[config.mk]
export PLATFORM = sky130hd
export DESIGN_NAME = serial_subtractor_ctrl
export DESIGN_NICKNAME = d
export VERILOG_FILES = /design/src/rtl/ula_pkg.sv /design/src/rtl/FullSubtractor1Bit.sv /design/src/rtl/serial_subtractor_ctrl.sv
export SDC_FILE = /design/constraint.sdc
export NUM_CORES = 1
export LEC_CHECK = 0
export BUFFER_PORTS_ARGS = -buffer_cell sky130_fd_sc_hd__buf_4
export CORE_MARGIN = 4
export CORE_UTILIZATION = 45
export CTS_CLUSTER_DIAMETER = 50
export DETAILED_ROUTE_END_ITERATION = 12
export GPL_ROUTABILITY_DRIVEN = 0
export GPL_TIMING_DRIVEN = 1
export PLACE_DENSITY = 0.68
export SKIP_LAST_GASP = 1
export SYNTH_ARGS = -nofsm -noshare
export SYNTH_HDL_FRONTEND = slang
export SYNTH_SLANG_ARGS = --single-unit
[constraint.sdc]
create_clock -name clk -period 2.7 [get_ports clk]
set_input_delay 0 -clock clk [delete_from_list [all_inputs] [get_ports clk]]
set_output_delay 0 -clock clk [all_outputs]
set_load 0.01 [all_outputs]
[src/rtl/ula_pkg.sv]
// Shared definitions for the serial subtractor controller: FSM state
// encodings and the counter-width helper.
package ula_pkg;

    typedef enum logic [1:0] {
        IDLE = 2'd0,
        RUN  = 2'd1,
        DONE = 2'd2
    } state_t;

    // Number of bits needed to count 0..value-1 (ceil(log2(value))).
    function automatic int clog2(input int value);
        int v;
        int r;
        v = value - 1;
        r = 0;
        while (v > 0) begin
            r = r + 1;
            v = v >>> 1;
        end
        return r;
    endfunction

endpackage

[src/rtl/FullSubtractor1Bit.sv]
// One-bit full subtractor: S = A - B - Cin, Cout is the borrow out.
module FullSubtractor1Bit (
    input  logic A,
    input  logic B,
    input  logic Cin,
    output logic S,
    output logic Cout
);

    assign S    = A ^ B ^ Cin;
    // A borrow leaves this bit when B plus the incoming borrow exceeds A.
    assign Cout = (~A & B) | (~(A ^ B) & Cin);

endmodule

[src/rtl/serial_subtractor_ctrl.sv]
// Bit-serial subtractor: computes a - b one bit per clock, LSB first,
// through a single 1-bit full subtractor. Result flags are registered and
// hold from the done pulse until the next accepted start.
module serial_subtractor_ctrl
    import ula_pkg::*;
#(
    parameter int WIDTH = 8
) (
    input  logic             clk,
    input  logic             rst,
    input  logic             start,
    input  logic [WIDTH-1:0] a,
    input  logic [WIDTH-1:0] b,
    output logic             busy,
    output logic             done,
    output logic [WIDTH-1:0] diff,
    output logic             borrow,
    output logic             overflow,
    output logic             zero
);

    localparam int CNT_W = (clog2(WIDTH) < 1) ? 1 : clog2(WIDTH);
    localparam logic [CNT_W-1:0] LAST_BIT = CNT_W'(WIDTH - 1);

    state_t           state_r;
    state_t           state_nx_s;
    logic             accept_s;
    logic             last_bit_s;

    logic [WIDTH-1:0] a_r;
    logic [WIDTH-1:0] b_r;
    logic [CNT_W-1:0] cnt_r;
    logic             borrow_r;
    logic [WIDTH-1:0] diff_r;
    logic             overflow_r;
    logic             zero_r;
    logic             busy_r;
    logic             done_r;

    logic             a_bit_s;
    logic             b_bit_s;
    logic             s_bit_s;
    logic             cout_s;
    logic [WIDTH-1:0] diff_nx_s;

    assign a_bit_s   = a_r[cnt_r];
    assign b_bit_s   = b_r[cnt_r];
    assign diff_nx_s = {s_bit_s, diff_r[WIDTH-1:1]};

    FullSubtractor1Bit u_fs (
        .A    (a_bit_s),
        .B    (b_bit_s),
        .Cin  (borrow_r),
        .S    (s_bit_s),
        .Cout (cout_s)
    );

    // Next-state logic: accept start only in IDLE, run WIDTH bits, pulse DONE.
    always_comb begin
        state_nx_s = state_r;
        accept_s   = 1'b0;
        last_bit_s = 1'b0;
        case (state_r)
            IDLE: begin
                if (start) begin
                    accept_s   = 1'b1;
                    state_nx_s = RUN;
                end else begin
                    state_nx_s = IDLE;
                end
            end
            RUN: begin
                if (cnt_r == LAST_BIT) begin
                    last_bit_s = 1'b1;
                    state_nx_s = DONE;
                end else begin
                    state_nx_s = RUN;
                end
            end
            DONE: begin
                state_nx_s = IDLE;
            end
            default: begin
                state_nx_s = IDLE;
            end
        endcase
    end

    // State register plus registered busy/done derived from the next state.
    always_ff @(posedge clk or posedge rst) begin
        if (rst) begin
            state_r <= IDLE;
            busy_r  <= 1'b0;
            done_r  <= 1'b0;
        end else begin
            state_r <= state_nx_s;
            busy_r  <= (state_nx_s == RUN) || (state_nx_s == DONE);
            done_r  <= (state_nx_s == DONE);
        end
    end

    // Datapath: latch operands on accept, then shift one result bit per edge.
    always_ff @(posedge clk or posedge rst) begin
        if (rst) begin
            a_r        <= '0;
            b_r        <= '0;
            cnt_r      <= '0;
            borrow_r   <= 1'b0;
            diff_r     <= '0;
            overflow_r <= 1'b0;
            zero_r     <= 1'b1;
        end else if (accept_s) begin
            a_r      <= a;
            b_r      <= b;
            cnt_r    <= '0;
            borrow_r <= 1'b0;
        end else if (state_r == RUN) begin
            diff_r   <= diff_nx_s;
            borrow_r <= cout_s;
            cnt_r    <= cnt_r + CNT_W'(1);
            if (last_bit_s) begin
                // s_bit_s is the result MSB on the final bit.
                overflow_r <= (a_r[WIDTH-1] != b_r[WIDTH-1]) && (s_bit_s != a_r[WIDTH-1]);
                zero_r     <= (diff_nx_s == '0);
            end else begin
                overflow_r <= overflow_r;
                zero_r     <= zero_r;
            end
        end else begin
            diff_r <= diff_r;
        end
    end

    assign busy     = busy_r;
    assign done     = done_r;
    assign diff     = diff_r;
    assign borrow   = borrow_r;
    assign overflow = overflow_r;
    assign zero     = zero_r;

endmodule

# Word-level counts from Yosys, hierarchy flattened
# Index checks and enable logic that the tools add are counted.
# Widths: inputs -> output; s select.
[word_totals] regBits=34 input_bits=19 output_inout_bits=13
[classes] n_addsub=1 order_cmp=1 eq_ne=6 mux=15 bitwise=8 reduce_logical=7
[op_table] operator="$mux 1" n=9
[op_table] operator="$logic_not 8->1" n=1
[op_table] operator="$bmux 1 s3" n=2
[op_table] operator="$mux 3" n=2
[op_table] operator="$eq 2x1->1 const B" n=2
[op_table] operator="$lt 3x4->1 const B" n=1
[op_table] operator="$pmux 2 s2" n=1
[op_table] operator="$add 3x1->3 const B" n=1
[op_table] operator="$eq 3x3->1 const B" n=1
[op_table] operator="$not 1->1" n=3
[op_table] operator="$reduce_and 3->1" n=1
[op_table] operator="$and 1x1->1" n=2
[op_table] operator="$eq 2x2->1 const B" n=1
[op_table] operator="$logic_not 2->1" n=1
[op_table] operator="$mux 2" n=1
[op_table] operator="$ne 1x1->1" n=2
[op_table] operator="$reduce_and 2->1" n=1
[op_table] operator="$reduce_bool 2->1" n=1
[op_table] operator="$xor 1x1->1" n=2
[op_table] operator="$logic_and 1x1->1" n=1
[op_table] operator="$logic_or 1x1->1" n=1
[op_table] operator="$or 1x1->1" n=1

# Longest topological paths before layout
[logic_depth] ltp_word=8 ltp_mapped=7

# Hierarchy
# A second synthesis with hierarchy kept.
[hier_totals] cells_unflattened=106 area_unflattened_um2=1506.4
[by_module_without_submodules] module="serial_subtractor_ctrl" instances=1 cells_per_inst=102 area_each_um2=1475.2 seq_area_each_um2=852.1
[by_module_without_submodules] module="FullSubtractor1Bit" instances=1 cells_per_inst=4 area_each_um2=31.3 seq_area_each_um2=0.0

# Worst setup path after synthesis
# No wires, ideal clock.
[synth_timing] kind="flip-flop to flip-flop" from="reg cnt_r[0]" to="reg zero_r, in the netlist zero" setup_ns=0.079 t_arrival_ns=2.231 required_ns=2.621 setup_slack_ns=0.390 stages_incl_launch_ff=8 path_cell_list="dfrtp_1 -> buf_6 -> mux4_1 -> mux2_2 -> fa_1 -> nor4_1 -> nand2_1 -> o21ai_0"
[synth_between] elab_chain_cells=5
[synth_rtl] element="start, declared" line="serial_subtractor_ctrl.sv:32" source="logic [CNT_W-1:0] cnt_r;"
[synth_rtl] element="start signal, assigned" line="serial_subtractor_ctrl.sv:120" source="cnt_r <= cnt_r + CNT_W'(1);"
[synth_rtl] element="$bmux 1 s3 (on tied branches)" line="serial_subtractor_ctrl.sv:46, serial_subtractor_ctrl.sv:47"
[synth_rtl] element="$mux 1 (on tied branches)" line="serial_subtractor_ctrl.sv:46, serial_subtractor_ctrl.sv:47"
[synth_rtl] element="$xor 1x1->1 (*) (2 in a row)" line="FullSubtractor1Bit.sv:10" source="assign S = A ^ B ^ Cin;"
[synth_rtl] element="via s_bit_s" line="serial_subtractor_ctrl.sv:42" source="logic s_bit_s;"
[synth_rtl] element="$logic_not 8->1 (*)" line="serial_subtractor_ctrl.sv:124" source="zero_r <= (diff_nx_s == '0);"
[synth_rtl] element="end signal, assigned" line="serial_subtractor_ctrl.sv:124"
[synth_rtl] element="end signal, assigned" line="serial_subtractor_ctrl.sv:127" source="zero_r <= zero_r;"
[synth_rtl] element="end, declared" line="serial_subtractor_ctrl.sv:36" source="logic zero_r;"
# Mark *: on every way through the listed nets, which the timed path passes. The rest lies on a longest branch. The select of a mux whose other input is x is not followed.
# A chain may end at the register's enable or synchronous reset.

# Worst setup path in the final report
# Same ends and word-level chain as after synthesis.

==> impl_metrics.env <==
export IMPL_worst_endpoint_required_ns=2.95
export IMPL_routed_wirelength_um=2700
export IMPL_crit_slowest_cell="mux4_1"
export IMPL_run_status="finished clean"
export IMPL_busiest_layer="met2"
export IMPL_synth_top_area_share_pct=55.3
export IMPL_avgSynthCellArea_um2=14.5
export IMPL_post_cts_buffers=0
export IMPL_gr_usage_all_layers_pct=14.8
export IMPL_min_delay_path_class="primary input to flip-flop"
export IMPL_n_antenna_cell=0
export IMPL_ys_seq_area_share_pct=57.0
export IMPL_unrepaired_setup_endpoints_after_global_routing="false"
export IMPL_top_cells_by_area_synth="dfrtp_1 (55%), mux2_2 (19%), mux4_1 (7.0%), ha_1 (2.5%), dfstp_2 (1.8%)"
export IMPL_worstHoldPathCells=3
export IMPL_clock_skew_ns=0.00467
export IMPL_synth_yosys_warnings=0
export IMPL_irDropWorstVdd_mv=0.461
export IMPL_clk_path_buf_depth=2
export IMPL_core_area_um2=3100
export IMPL_grt_pass1_vias=1041
export IMPL_std_cell_rows=20
export IMPL_tritoncts_num_buffers=5
export IMPL_num_fill_cells=262
export IMPL_total_leakage_power_nw=0.920
export IMPL_fin_total_pwr_mw=2.24
export IMPL_nets_finish=178
export IMPL_final_setup_viol_count=0
export IMPL_global_route_total_overflow=0
export IMPL_drc_errors=0
export IMPL_timing_hold_worst_start="start"
export IMPL_synth_seq_cells=34
export IMPL_timing_critical_path_fanout_max=7
export IMPL_drt_first_iter_violations=15
export IMPL_internal_power_mw=1.50
export IMPL_post_synth_instance_area_um2=1490
export IMPL_finalCritPeriodShare_pct=91.3
export IMPL_place_ws_ns=0.168
export IMPL_report_final_slew_viol_count=0
export IMPL_gr_usage_met2_pct=25.0
export IMPL_flow_area_growth_from_synthesis_pct=33.7
export IMPL_worst_slew_pin_transition_ns=0.766
export IMPL_clkLatencyLatePin_ns=0.32
export IMPL_post_route_cells_drive_above_1_share_pct=44.2
export IMPL_switching_share_pct=33.0
export IMPL_grt_use_met3_pct=4.27
export IMPL_setup_tns_ns=0
export IMPL_combPwrFrac_pct=44.4
export IMPL_synthesis_instances=103
export IMPL_port_buffers=31
export IMPL_number_of_antenna_violations_at_the_first_check_in_global_routing=0
export IMPL_cts_tree="done"
export IMPL_reg_to_reg_startpoint="cnt_r[0]$_DFFE_PP0P_"
export IMPL_r2r_cells=6
export IMPL_detailedRoute_firstPassIterationCount=2
export IMPL_num_vias=988
export IMPL_grt_pass1_wl_um=4750
export IMPL_detailedPlacementHpwl_um=1850
export IMPL_ant_nets=0
export IMPL_area_of_the_die_um2=4310
export IMPL_yosysUniqueCellTypes=21
export IMPL_max_cap_violations=0
export IMPL_clock_power_share_pct=12.7
export IMPL_critPathArrivalTime_ns=2.71
export IMPL_timing_critical_path_from_type="flip-flop"
export IMPL_ioPinCount=32
export IMPL_fmax_mhz=406
export IMPL_post_route_worst_setup_slack_ns=0.235
export IMPL_fp_dieW_um=65.6
export IMPL_synthesis_nets=126
export IMPL_final_util_pct=64.4
export IMPL_yosysTopAreaCell="dfrtp_1"
export IMPL_use_met1_pct=17.5
export IMPL_powerDensity_nw_per_um2=1120
export IMPL_initial_core_utilization_pct=48.1
export IMPL_chipHeight_um=65.6
export IMPL_power_frac_seq_pct=42.9
export IMPL_cp_max_stage_delay_ns=0.57
export IMPL_worstHoldEndpoint="a_r[0]$_DFFE_PP0P_"
export IMPL_grt_max_degree=35
export IMPL_net_switching_power_mw=0.740
export IMPL_cts_clk_slew_worst_paths_ns=0.10
export IMPL_detail_route_vias_per_cell=4.94
export IMPL_detail_route_wl_per_cell_um=13.5
export IMPL_clock_sink_count=34
export IMPL_fin_crit_ns=2.46
export IMPL_htreeDepth=2
export IMPL_crit_reg2reg_capture="zero$_DFFE_PP1P_"
export IMPL_cts_root_buf="clkbuf_4"
export IMPL_crit_chain="mux4_1 -> mux2_2 -> fa_1 -> nor4_1 -> nand2_1 -> o21ai_0"
export IMPL_final_hold_violation_count=0
export IMPL_startpoint="cnt_r[0]$_DFFE_PP0P_"
export IMPL_critPathKind="flip-flop to flip-flop"
export IMPL_reg2reg_setup_slack_ns=0.24
export IMPL_crit_path_end_kind="flip-flop"
export IMPL_timing_max_slew_rel_slack_pct=48.7
## per-layer routing
| metal | vias up | wire (um) | share of wire (%) |
|---|---|---|---|
| met3 | 2 | 135 | 5.0 |
| li1 | 472 | - | - |
| met5 | - | 0 | 0 |
| met1 | 489 | 1140 | 42 |
| met2 | 25 | 1400 | 52 |
| met4 | 0 | 23 | 0.85 |
## worst max-delay path, delay by kind of cell (launching register included)
family	cells	cell delay [ns]
adder cells (fa/ha/maj)	1	0.51
AND/OR/NAND/NOR	2	0.38
multiplexers	2	0.86
AO/OA/AOI/OAI	1	0.18
flip-flops	1	0.46
## metrics by stage
stage,instance area [um^2],cells,hold WS (ns)
final,2000,200,0.281
after global routing,2000,200,0.283
after CTS,2000,200,0.260
after detailed placement,1770,175,0.127
after global placement,1770,175,0.114
after floorplan,1490,103,0.141
## cells in the final DEF (no fill, tap or decap), drive strengths merged
master / count
o22ai: 3
mux2i: 1
or2: 1
nand2: 6
mux4: 4
and3b: 1
o21ai: 3
nor2: 3
clkinv: 1
nand3b: 2
a21oi: 1
buf: 33
nor3b: 1
fa: 1
ha: 3
dlygate4sd3: 17
nand2b: 1
dfrtp: 33
mux2: 25
inv: 6
clkbuf: 7
nor4: 2
dfstp: 1
## synthesized netlist by cell type, drive strengths merged
cell type / number
a21oi: 1
and3b: 1
buf: 5
dfrtp: 33
dfstp: 1
fa: 1
ha: 3
inv: 6
mux2: 25
mux2i: 1
mux4: 4
nand2: 6
nand2b: 1
nand3b: 2
nor2: 3
nor3b: 1
nor4: 2
o21ai: 3
o22ai: 3
or2: 1
## final cells by class
type                            count  area (um^2)  area share, %
Timing Repair Buffer               50          418           20.9
Sequential cell                    34          853           42.7
Multi-Input combinational cell     58          588           29.4
Tap cell                           44         55.1           2.76
Clock buffer                        7         55.1           2.76
Clock inverter                      1         5.00          0.251
Inverter                            6         22.5           1.13
## state kept, by name (all words and copies together) (netlist names)
name	flops
busy	1
borrow	1
b_r	8
cnt_r	3
overflow	1
done	1
state_r	2
zero	1
a_r	8
diff	8
## worst max-delay path by stage
stage	to	slack, ns	cells after the start
finish	zero$_DFFE_PP1P_	0.24	6
detailed placement	zero$_DFFE_PP1P_	0.17	6
global placement	zero$_DFFE_PP1P_	0.30	6
CTS	zero$_DFFE_PP1P_	0.14	6
global route	zero$_DFFE_PP1P_	0.07	6
floorplan	zero$_DFFE_PP1P_	0.39	7
## power by group through the flow
stage | sequential (mW) | clock [mW] | combinational [mW]
floorplan | 0.948 | 0 | 0.720
global placement | 0.966 | 0 | 0.960
detailed placement | 0.977 | 0 | 0.988
CTS | 0.965 | 0.297 | 1.01
global route | 1.01 | 0.315 | 1.12
finish | 0.962 | 0.285 | 0.997
## repair_timing
item / 4_1_cts / 5_1_grt
endpoints found under the hold margin: 49 / 0
setup endpoints to repair: 0 / 1
gates resized for setup: 0 / 1
hold buffers: 17 / 0
## cell families (layout without fill, tap and decap cells)
kind of cell	after synthesis	count (layout)	synth area share [%]
muxes	30	30	26.5
and+or+nand+nor	17	17	6.37
AOI/OAI and AO/OA	7	7	2.60
adders and majority gates	4	4	3.85
DFF	34	34	57.0
buffers and inverters	11	64	3.60
Note: power is estimated with default switching activity, not from simulation.
